## src/rtl/path_scan_ctrl.sv

```systemverilog
// path_scan_ctrl: sequential sliding-move path checker.
// Walks every square strictly between the source and target squares, one
// square per clock, using a board snapshot taken when start is accepted.
// The done pulse carries allowPath, aligned and blockSquare. These results
// are held until the next accepted start.
// Optional build macro PATH_TARGET_CHECK_EN adds a TARGET state. That state
// rejects a clear path that would end on a piece of the mover's own colour.
//
// Handshake: start is a single-cycle request. It is sampled only while the
// controller is idle. busy stays high from the cycle after acceptance through
// the done cycle. done is high for exactly one cycle, and the result outputs
// are valid during that cycle.
module path_scan_ctrl #(
  parameter int         MAX_STEPS  = 7,
  parameter logic [2:0] EMPTY_CODE = 3'b000
) (
  input  logic         clk,
  input  logic         rst_n,
  input  logic         start,
  input  logic [5:0]   currentPosition,
  input  logic [5:0]   targetPosition,
  input  logic [255:0] boardInput,
  output logic         busy,
  output logic         done,
  output logic         allowPath,
  output logic         aligned,
  output logic [5:0]   blockSquare
);

  localparam logic [2:0] S_IDLE   = 3'd0;
  localparam logic [2:0] S_SETUP  = 3'd1;
  localparam logic [2:0] S_SCAN   = 3'd2;
  localparam logic [2:0] S_TARGET = 3'd3;
  localparam logic [2:0] S_DONE   = 3'd4;

  logic [2:0]   state;
  logic [255:0] board_q;
  logic [5:0]   cur_q;
  logic [5:0]   tgt_q;
  logic [5:0]   scan_pos;
  logic [5:0]   step_q;
  logic [2:0]   n_q;
  logic [3:0]   iter_q;

  logic signed [3:0] d_row;
  logic signed [3:0] d_col;
  logic [2:0]   a_row;
  logic [2:0]   a_col;
  logic [2:0]   span;
  logic         same_sq;
  logic         line;
  logic [5:0]   step_c;
  logic [5:0]   row_part;
  logic [5:0]   col_part;
  logic         scan_empty;

  // Geometry of the latched move: deltas, alignment and the per-step index offset
  always_comb begin
    d_row    = $signed({1'b0, tgt_q[5:3]}) - $signed({1'b0, cur_q[5:3]});
    d_col    = $signed({1'b0, tgt_q[2:0]}) - $signed({1'b0, cur_q[2:0]});
    a_row    = d_row[3] ? 3'(-d_row) : d_row[2:0];
    a_col    = d_col[3] ? 3'(-d_col) : d_col[2:0];
    span     = (a_row > a_col) ? a_row : a_col;
    same_sq  = (d_row == 4'sd0) && (d_col == 4'sd0);
    line     = ((d_row == 4'sd0) || (d_col == 4'sd0) || (a_row == a_col)) && !same_sq;
    // Negative steps are expressed modulo 64: -8 is 56 and -1 is 63
    row_part = (d_row == 4'sd0) ? 6'd0 : (d_row[3] ? 6'd56 : 6'd8);
    col_part = (d_col == 4'sd0) ? 6'd0 : (d_col[3] ? 6'd63 : 6'd1);
    step_c   = row_part + col_part;
    // Only the piece-type bits decide emptiness; the colour bit is ignored
    scan_empty = (board_q[{scan_pos, 2'b00} +: 3] == EMPTY_CODE);
  end

`ifdef PATH_TARGET_CHECK_EN
  logic [3:0] tgt_piece;
  logic       src_colour;

  // Target square contents and mover colour for the same-colour capture check
  always_comb begin
    tgt_piece  = board_q[{tgt_q, 2'b00} +: 4];
    src_colour = board_q[{cur_q, 2'b11}];
  end
`endif

  // Control FSM and result registers
  always_ff @(posedge clk or negedge rst_n) begin
    if (!rst_n) begin
      state       <= S_IDLE;
      board_q     <= '0;
      cur_q       <= '0;
      tgt_q       <= '0;
      scan_pos    <= '0;
      step_q      <= '0;
      n_q         <= '0;
      iter_q      <= '0;
      busy        <= 1'b0;
      done        <= 1'b0;
      allowPath   <= 1'b0;
      aligned     <= 1'b0;
      blockSquare <= '0;
    end else begin
      done <= 1'b0;
      case (state)
        S_IDLE: begin
          if (start) begin
            board_q     <= boardInput;
            cur_q       <= currentPosition;
            tgt_q       <= targetPosition;
            busy        <= 1'b1;
            allowPath   <= 1'b0;
            aligned     <= 1'b0;
            blockSquare <= '0;
            state       <= S_SETUP;
          end
        end
        S_SETUP: begin
          aligned <= line;
          if (same_sq) begin
            allowPath <= 1'b0;
            done      <= 1'b1;
            state     <= S_DONE;
          end else if (!line) begin
            allowPath <= 1'b1;
            done      <= 1'b1;
            state     <= S_DONE;
          end else begin
            scan_pos <= cur_q + step_c;
            step_q   <= step_c;
            n_q      <= span - 3'd1;
            iter_q   <= '0;
            if (span == 3'd1) begin
`ifdef PATH_TARGET_CHECK_EN
              state     <= S_TARGET;
`else
              allowPath <= 1'b1;
              done      <= 1'b1;
              state     <= S_DONE;
`endif
            end else begin
              state <= S_SCAN;
            end
          end
        end
        S_SCAN: begin
          if (int'(iter_q) > MAX_STEPS) begin
            allowPath <= 1'b0;
            done      <= 1'b1;
            state     <= S_DONE;
          end else if (!scan_empty) begin
            blockSquare <= scan_pos;
            allowPath   <= 1'b0;
            done        <= 1'b1;
            state       <= S_DONE;
          end else begin
            n_q      <= n_q - 3'd1;
            scan_pos <= scan_pos + step_q;
            iter_q   <= iter_q + 4'd1;
            if (n_q == 3'd1) begin
`ifdef PATH_TARGET_CHECK_EN
              state     <= S_TARGET;
`else
              allowPath <= 1'b1;
              done      <= 1'b1;
              state     <= S_DONE;
`endif
            end
          end
        end
`ifdef PATH_TARGET_CHECK_EN
        S_TARGET: begin
          if ((tgt_piece[2:0] != EMPTY_CODE) && (tgt_piece[3] == src_colour)) begin
            allowPath   <= 1'b0;
            blockSquare <= tgt_q;
          end else begin
            allowPath <= 1'b1;
          end
          done  <= 1'b1;
          state <= S_DONE;
        end
`endif
        S_DONE: begin
          busy  <= 1'b0;
          state <= S_IDLE;
        end
        default: state <= S_IDLE;
      endcase
    end
  end

endmodule

```

## config.mk

```make
export PLATFORM = sky130hd
export DESIGN_NAME = path_scan_ctrl
export DESIGN_NICKNAME = d
export VERILOG_FILES = /design/src/rtl/path_scan_ctrl.sv
export SDC_FILE = /design/constraint.sdc
export NUM_CORES = 1
export LEC_CHECK = 0
export BUFFER_PORTS_ARGS = -buffer_cell sky130_fd_sc_hd__buf_2
export CAP_MARGIN = 15
export CORE_MARGIN = 10
export CORE_UTILIZATION = 35
export CTS_BUF_LIST = sky130_fd_sc_hd__clkbuf_8
export DETAILED_ROUTE_END_ITERATION = 16
export PLACE_DENSITY = 0.6
export RECOVER_POWER = 50
export SLEW_MARGIN = 20
export SYNTH_ARGS = -nofsm -noshare
export SYNTH_HDL_FRONTEND = slang
export SYNTH_SLANG_ARGS = --single-unit
```

## constraint.sdc

```tcl
create_clock -name clk -period 5.3 [get_ports clk]
set_clock_uncertainty 0.2 [all_clocks]
set_input_delay 0.53 -clock clk [delete_from_list [all_inputs] [get_ports clk]]
set_output_delay 0.53 -clock clk [all_outputs]
set_load 0.1 [all_outputs]
```

==> Word-level counts from Yosys, hierarchy flattened <==
Index checks and enable logic that the tools add are counted.
{ "op_classes": {"magnitude_cmp": 2, "n_bitwise": 1, "n_addsub": 10, "n_shift": 1, "mux": 52, "n_reduce_logical": 22, "eq_ne": 14} }
{ "op_table": {"columns": ["cell", "count"], "rows": [
  ["variable part select 256 x 9 -> 3 bit", 1],
  ["two-way mux 6 bit", 11],
  ["two-way mux 3 bit", 14],
  ["case mux 6 bit (2 select lines)", 2],
  ["adder 6 bit", 3],
  ["two-way mux 4 bit", 4],
  ["two-way mux 1 bit", 14],
  ["inequality test 2 bit (second input constant)", 6],
  ["equality test 3 x 1 -> 1 bit (second input constant)", 3],
  ["case mux 3 bit (3 select lines)", 1],
  ["logical NOT 4 bit", 2],
  ["inequality test 4 bit (second input constant)", 2],
  ["case mux 4 bit (2 select lines)", 1],
  ["AND reduction 2 bit", 4],
  ["AND reduction 4 bit", 2],
  ["nonzero test 2 bit", 4],
  ["subtractor 3 x 3 -> 4 bit", 2],
  ["logical NOT 3 bit", 2],
  ["negator 3 bit", 2],
  ["case mux 1 bit (2 select lines)", 3],
  ["case mux 3 bit (2 select lines)", 1],
  ["subtractor 3 x 1 -> 3 bit (second input constant)", 2],
  ["AND reduction 5 bit", 1],
  ["adder 4 x 1 -> 4 bit (second input constant)", 1],
  ["12 further kinds", 14]
]} }
{ "word_totals": {"output_inout_bits": 10, "wordCells": 115, "register_bits": 300} }

==> Logic depth before layout (Yosys ltp) <==
{ "depth": {"ltp_word": 10, "ltp_mapped": 20} }

==> Worst setup path after synthesis <==
No wires, ideal clock.
{ "synth_timing": {"path_kind": "register to register", "start": "register cur_q[1]", "end": "register allowPath", "arrival_time_ns": 3.244, "period_less_slack_ns": 3.577, "setup_slack_ns": 1.723, "required_ns": 4.967, "n_path_buf": 0, "stages_incl_launch_ff": 19, "cell_sequence": "dfrtp_1 -> inv_1 -> ha_1 -> nor2b_1 -> o21a_1 -> nor2_1 -> nor2_1 -> a21o_1 -> inv_1 -> ha_1 -> nor2b_1 -> o21a_1 -> o21a_1 -> o21ai_0 -> inv_1 -> ha_1 -> a211o_1 -> a21oi_1 -> a211oi_1"} }
{ "synth_via": {"elab_chain_cells": 9, "elab_cells_between_ends": 18} }
{ "synth_lines": {"columns": ["element", "line", "text"], "rows": [
  ["start: declaration", "38", "logic [5:0] cur_q;"],
  ["start signal: assignment", "107", "cur_q <= currentPosition;"],
  ["subtractor 3 x 3 -> 4 bit (*)", "60", "d_col = $signed({1'b0, tgt_q[2:0]}) - $signed({1'b0, cur_q[2:0]});"],
  ["parallel branches: the longest is 8 deep, another holds negator 3 bit", null, null],
  ["end signal: assignment", "110", "allowPath <= 1'b0;"],
  ["end signal: assignment", "119", "allowPath <= 1'b0;"],
  ["end signal: assignment", "123", "allowPath <= 1'b1;"],
  ["end: declaration", "25", "output logic allowPath,"]
]} }
Every way passes the cells marked *.
A chain may end at the register's enable or synchronous reset.

==> Worst setup path after layout <==
{ "layout_timing": {"start": "register cur_q[0]", "end": "register scan_pos[1]"} }
{ "layout_via": {"elab_chain_cells": 8, "elab_cells_between_ends": 20} }
{ "layout_lines": {"columns": ["element", "line", "text"], "rows": [
  ["subtractor 3 x 3 -> 4 bit", "60", null],
  ["logical NOT 4 bit, or another cell as far along", "64, 65, 68", null],
  ["two-way mux 6 bit / two-way mux 3 bit (equally long branches)", "68, 62", null],
  ["adder 6 bit / equality test 3 bit (equally long branches)", "69, 65", null],
  ["adder 6 bit / logical OR 1 bit (equally long branches)", "127, 65", null],
  ["two-way mux 6 bit / logical AND 1 bit (equally long branches)", "122, 65", null],
  ["two-way mux 6 bit / inequality test 2 bit (equally long branches)", null, null],
  ["case mux 6 bit (2 select lines) / AND reduction 5 bit (equally long branches)", null, null],
  ["end signal: assignment", "127", "scan_pos <= cur_q + step_c;"],
  ["end signal: assignment", "156", "scan_pos <= scan_pos + step_q;"],
  ["end: declaration", "40", "logic [5:0] scan_pos;"]
]} }
Parallel ways exist; a longest one is shown, timed or not. The select of a mux whose other input is x is not followed.

==> metrics.md <==
| Metric | Value |
|---|---|
| Setup Total Neg Slack | 0 ps |
| Hold slack | 38.02 ps |
| Clock buffer depth | 3 |
| CTS buffer count | between 40 and 50 |
| Largest net degree at the start of global routing | between 100 and 150 |
| H-tree levels | 2 |
| FF+latch count, synth | 234 |
| Critical path arrival | 4250 ps |
| Die area | 0.03844 mm2 |
| Fmax | roughly 0.25 GHz |
| Hold Fails Final Rpt | 0 |
| CTS resizes | 0 |
| Placed Area | 0.01234 mm2 |
| Gr usage total | 0.1681 |
| Worst-Skew Late Latency | approximately 570 ps |
| First-pass GRT wire length | 51.81 mm |
| Vias/cell | 4.911 |
| Dpl hpwl | 21.35 mm |
| Drt first pass iters | 4 |
| Slew @ Worst Pin | roughly 2500 ps |
| DIE HEIGHT | 196.1 um |
| Status | complete, but fails checks |
| Yosys Warn Count | 0 |
| Post-synth EDFFs | 0 |
| Placer congestion estimate | 0.7725 |
| Finished layout cell area | 0.01516 mm2 |
| Worst Path Required | 5560 ps |
| Synthesized Nets | around 1100 |
| Antenna viol nets, final | 0 |
| Final Non-Filler Cells | 1697 |
| P_leak | approximately 0.0067 uW |
| Synth Cell Area | 0.01085 mm2 |
| Distinct cells, synth | 56 |
| Initial antenna violation count | 8 |
| CTS sink count | 234 |
| DR iter-0 viols | 311 |
| Initial core utilization | 0.3547 |
| Mapped Avg Cell Area | 12.96 um2 |
| Top cell type's share of synthesized area | 0.5397 |
| Vias in the first global route | 9344 |
| Core box area | 0.03059 mm2 |
| CP Max Fanout | 18 |
| Max_cap viols | 1 |
| Crit path time final | 3984 ps |
| Final WL | 32.63 mm |
| Port bufs | 216 |
| I/O pin cnt | 281 |
| Final max-slew violation count | slightly above 100 |
| Layout Utilization | 0.4955 |
| Worst setup SP type | register |
| Reg clk slew, reported paths | ~60 ps |
| Avg WL per Cell | 19.23 um |
| Fill count | 2666 |
| Area delta synth->final | 39.68% |
| PwrDens | 640.7 mW/mm2 |
| Final worst-path cycle share | 0.7517 |
| Final #Nets | 1563 |
| Max_slew headroom | -0.6627 |
| Peak supply drop | about 470 uV |
| TritonCTS clock tree | built |
| Yosys top cell by area | dfrtp_1 |
| Async set-reset flop share out of synthesis | 1.000 |
| Placed cells | 1418 |
| Final setup violation count | 0 |
| Worst Setup Path Type | reg2reg |
| Reg2Reg Launch Point | cur_q[0]$_DFFE_PN0P_ |
| Ranking of synthesized cells by area | dfrtp_1 (54%), mux2_2 (21%), ha_1 (3.0%) |
| Failing checks | capacitance limit, slew limit |
| Row cnt | 64 |
| Total number of vias | 8334 |
| Residual DRC | 0 |
| Worst setup EP type | register |
| Hold Crit Class | in2reg |
| Top FF cell, synth | dfrtp_1 |
| Worst hold start | boardInput[228] |
| Total grt overflow | 0 |
| Most frequent cells in the layout | dfrtp_1 (232), buf_2 (205), mux2_2 (199) |
| RSZ-0062 raised after global routing | false |
| Layout cell share with drive strength beyond 1 | 0.3862 |
| Sequential area share after synthesis | 0.5397 |
| Clock Root Buffer | clkbuf_8 |
| Cells after synthesis | 837 |
| Commonest non-fill, non-tap cell in the layout | dfrtp_1 |
| DIE WIDTH | roughly 200 um |
| Crit path launch | cur_q[0]$_DFFE_PN0P_ |
[area by class of cell]
| type | count | area, um2 | area share |
|---|---|---|---|
| sequential | 234 | 5858 | 0.3865 |
| multi-input combinational | 528 | 4656 | 0.3072 |
| timing repair buffer | 421 | 3113 | 0.2054 |
| clock buffer | 55 | 757.0 | 0.04995 |
| tap | 396 | 495.5 | 0.03269 |
| inverter | 33 | 131.4 | 0.008668 |
| clock inverter | 21 | 122.6 | 0.008091 |
| antenna | 9 | 22.52 | 0.001486 |
[timing repair]
| action | 4_1_cts | 5_1_grt |
|---|---|---|
| hold buffers | 194 | 0 |
| setup endpoints to repair | 0 | 0 |
| setup buffers | 0 | 0 |
| endpoints found under the hold margin | 268 | 0 |
[worst max-delay path, cell delays in order, from the launching register on]
cell	delay, ps
dfrtp_1	430
ha_1	250
fa_1	470
ha_1	210
nor3_1	230
xnor2_1	180
inv_1	70
ha_1	290
nand3_1	100
and3_1	210
o32a_1	390
a211oi_4	580
nand3_1	140
o21ai_0	140
[synthesized netlist by cell type (4+ instances only)]
master       n
dfrtp_1    234
mux2_2     199
nor3_1      33
inv_1       32
clkbuf_1    30
nand2_1     30
nor2_1      30
ha_1        26
a21oi_1     22
nor4_1      22
o21ai_0     20
nor4b_1     10
o211ai_1    10
a211oi_1     9
mux4_2       9
xnor2_1      9
mux2i_1      8
or3_1        8
a2111oi_0    7
xor2_1       7
a21o_1       6
a22o_1       6
buf_6        6
o21a_1       5
buf_2        4
fa_1         4
nand3_1      4
nor2b_1      4
o311ai_0     4
[worst paths after layout]
kind | to | depth (start not counted) | slack, ps
worst max-delay path | scan_pos[1]$_DFFE_PN0P_ | 13 | 1320
worst min-delay path | board_q[228]$_DFFE_PN0P_ | 2 | 40
worst max register to register | scan_pos[1]$_DFFE_PN0P_ | 13 | 1320
worst min register to register | board_q[101]$_DFFE_PN0P_ | 1 | 300
max in group asynchronous | scan_pos[1]$_DFFE_PN0P_ | 3 | 1600
min in group asynchronous | cur_q[1]$_DFFE_PN0P_ | 2 | 330
[logic make-up after synthesis]
| group | Yosys count | share of synthesized area |
|---|---|---|
| xor gates and xnor gates | 16 | 0.01292 |
| muxes | 216 | 0.2326 |
| and+or+nand+nor | 153 | 0.07380 |
| adders and majority gates | 30 | 0.03736 |
| DFF | 234 | 0.5397 |
| buffers and inverters | 75 | 0.03125 |
| AOI/OAI and AO/OA | 113 | 0.07242 |
[metrics by stage]
step           power (uW)  setup WS [ps]
2_1_floorplan        6743           1723
3_5_place_dp         7880           1334
6_report             9711           1316
3_3_place_gp         7767           1340
5_1_grt             10530          940.4
4_1_cts              9825           1305
[registers in the layout, summed over array words and instances, names as in the netlist]
name         flops
allowPath        1
scan_pos         6
done             1
n_q              3
step_q           4
tgt_q            6
iter_q           4
cur_q            6
busy             1
board_q        192
state            3
aligned          1
blockSquare      6
[routing by layer]
metal	routed length (um)	GRT usage	vias to the layer above
met4	967	0.06929	0
li1	-	-	3951
met2	16040	0.2803	193
met5	0	0	-
met1	13900	0.2037	4116
met3	1728	0.04109	74
[report_power, final]
group          internal (uW)  switching, uW  total [uW]  leakage, uW
combinational           2280           2430        4710      0.00343
sequential              2670            559        3230      0.00278
clock                    981            793        1770     0.000500
total                   5930           3780        9710      0.00671
(Power assumes the default switching activity.)
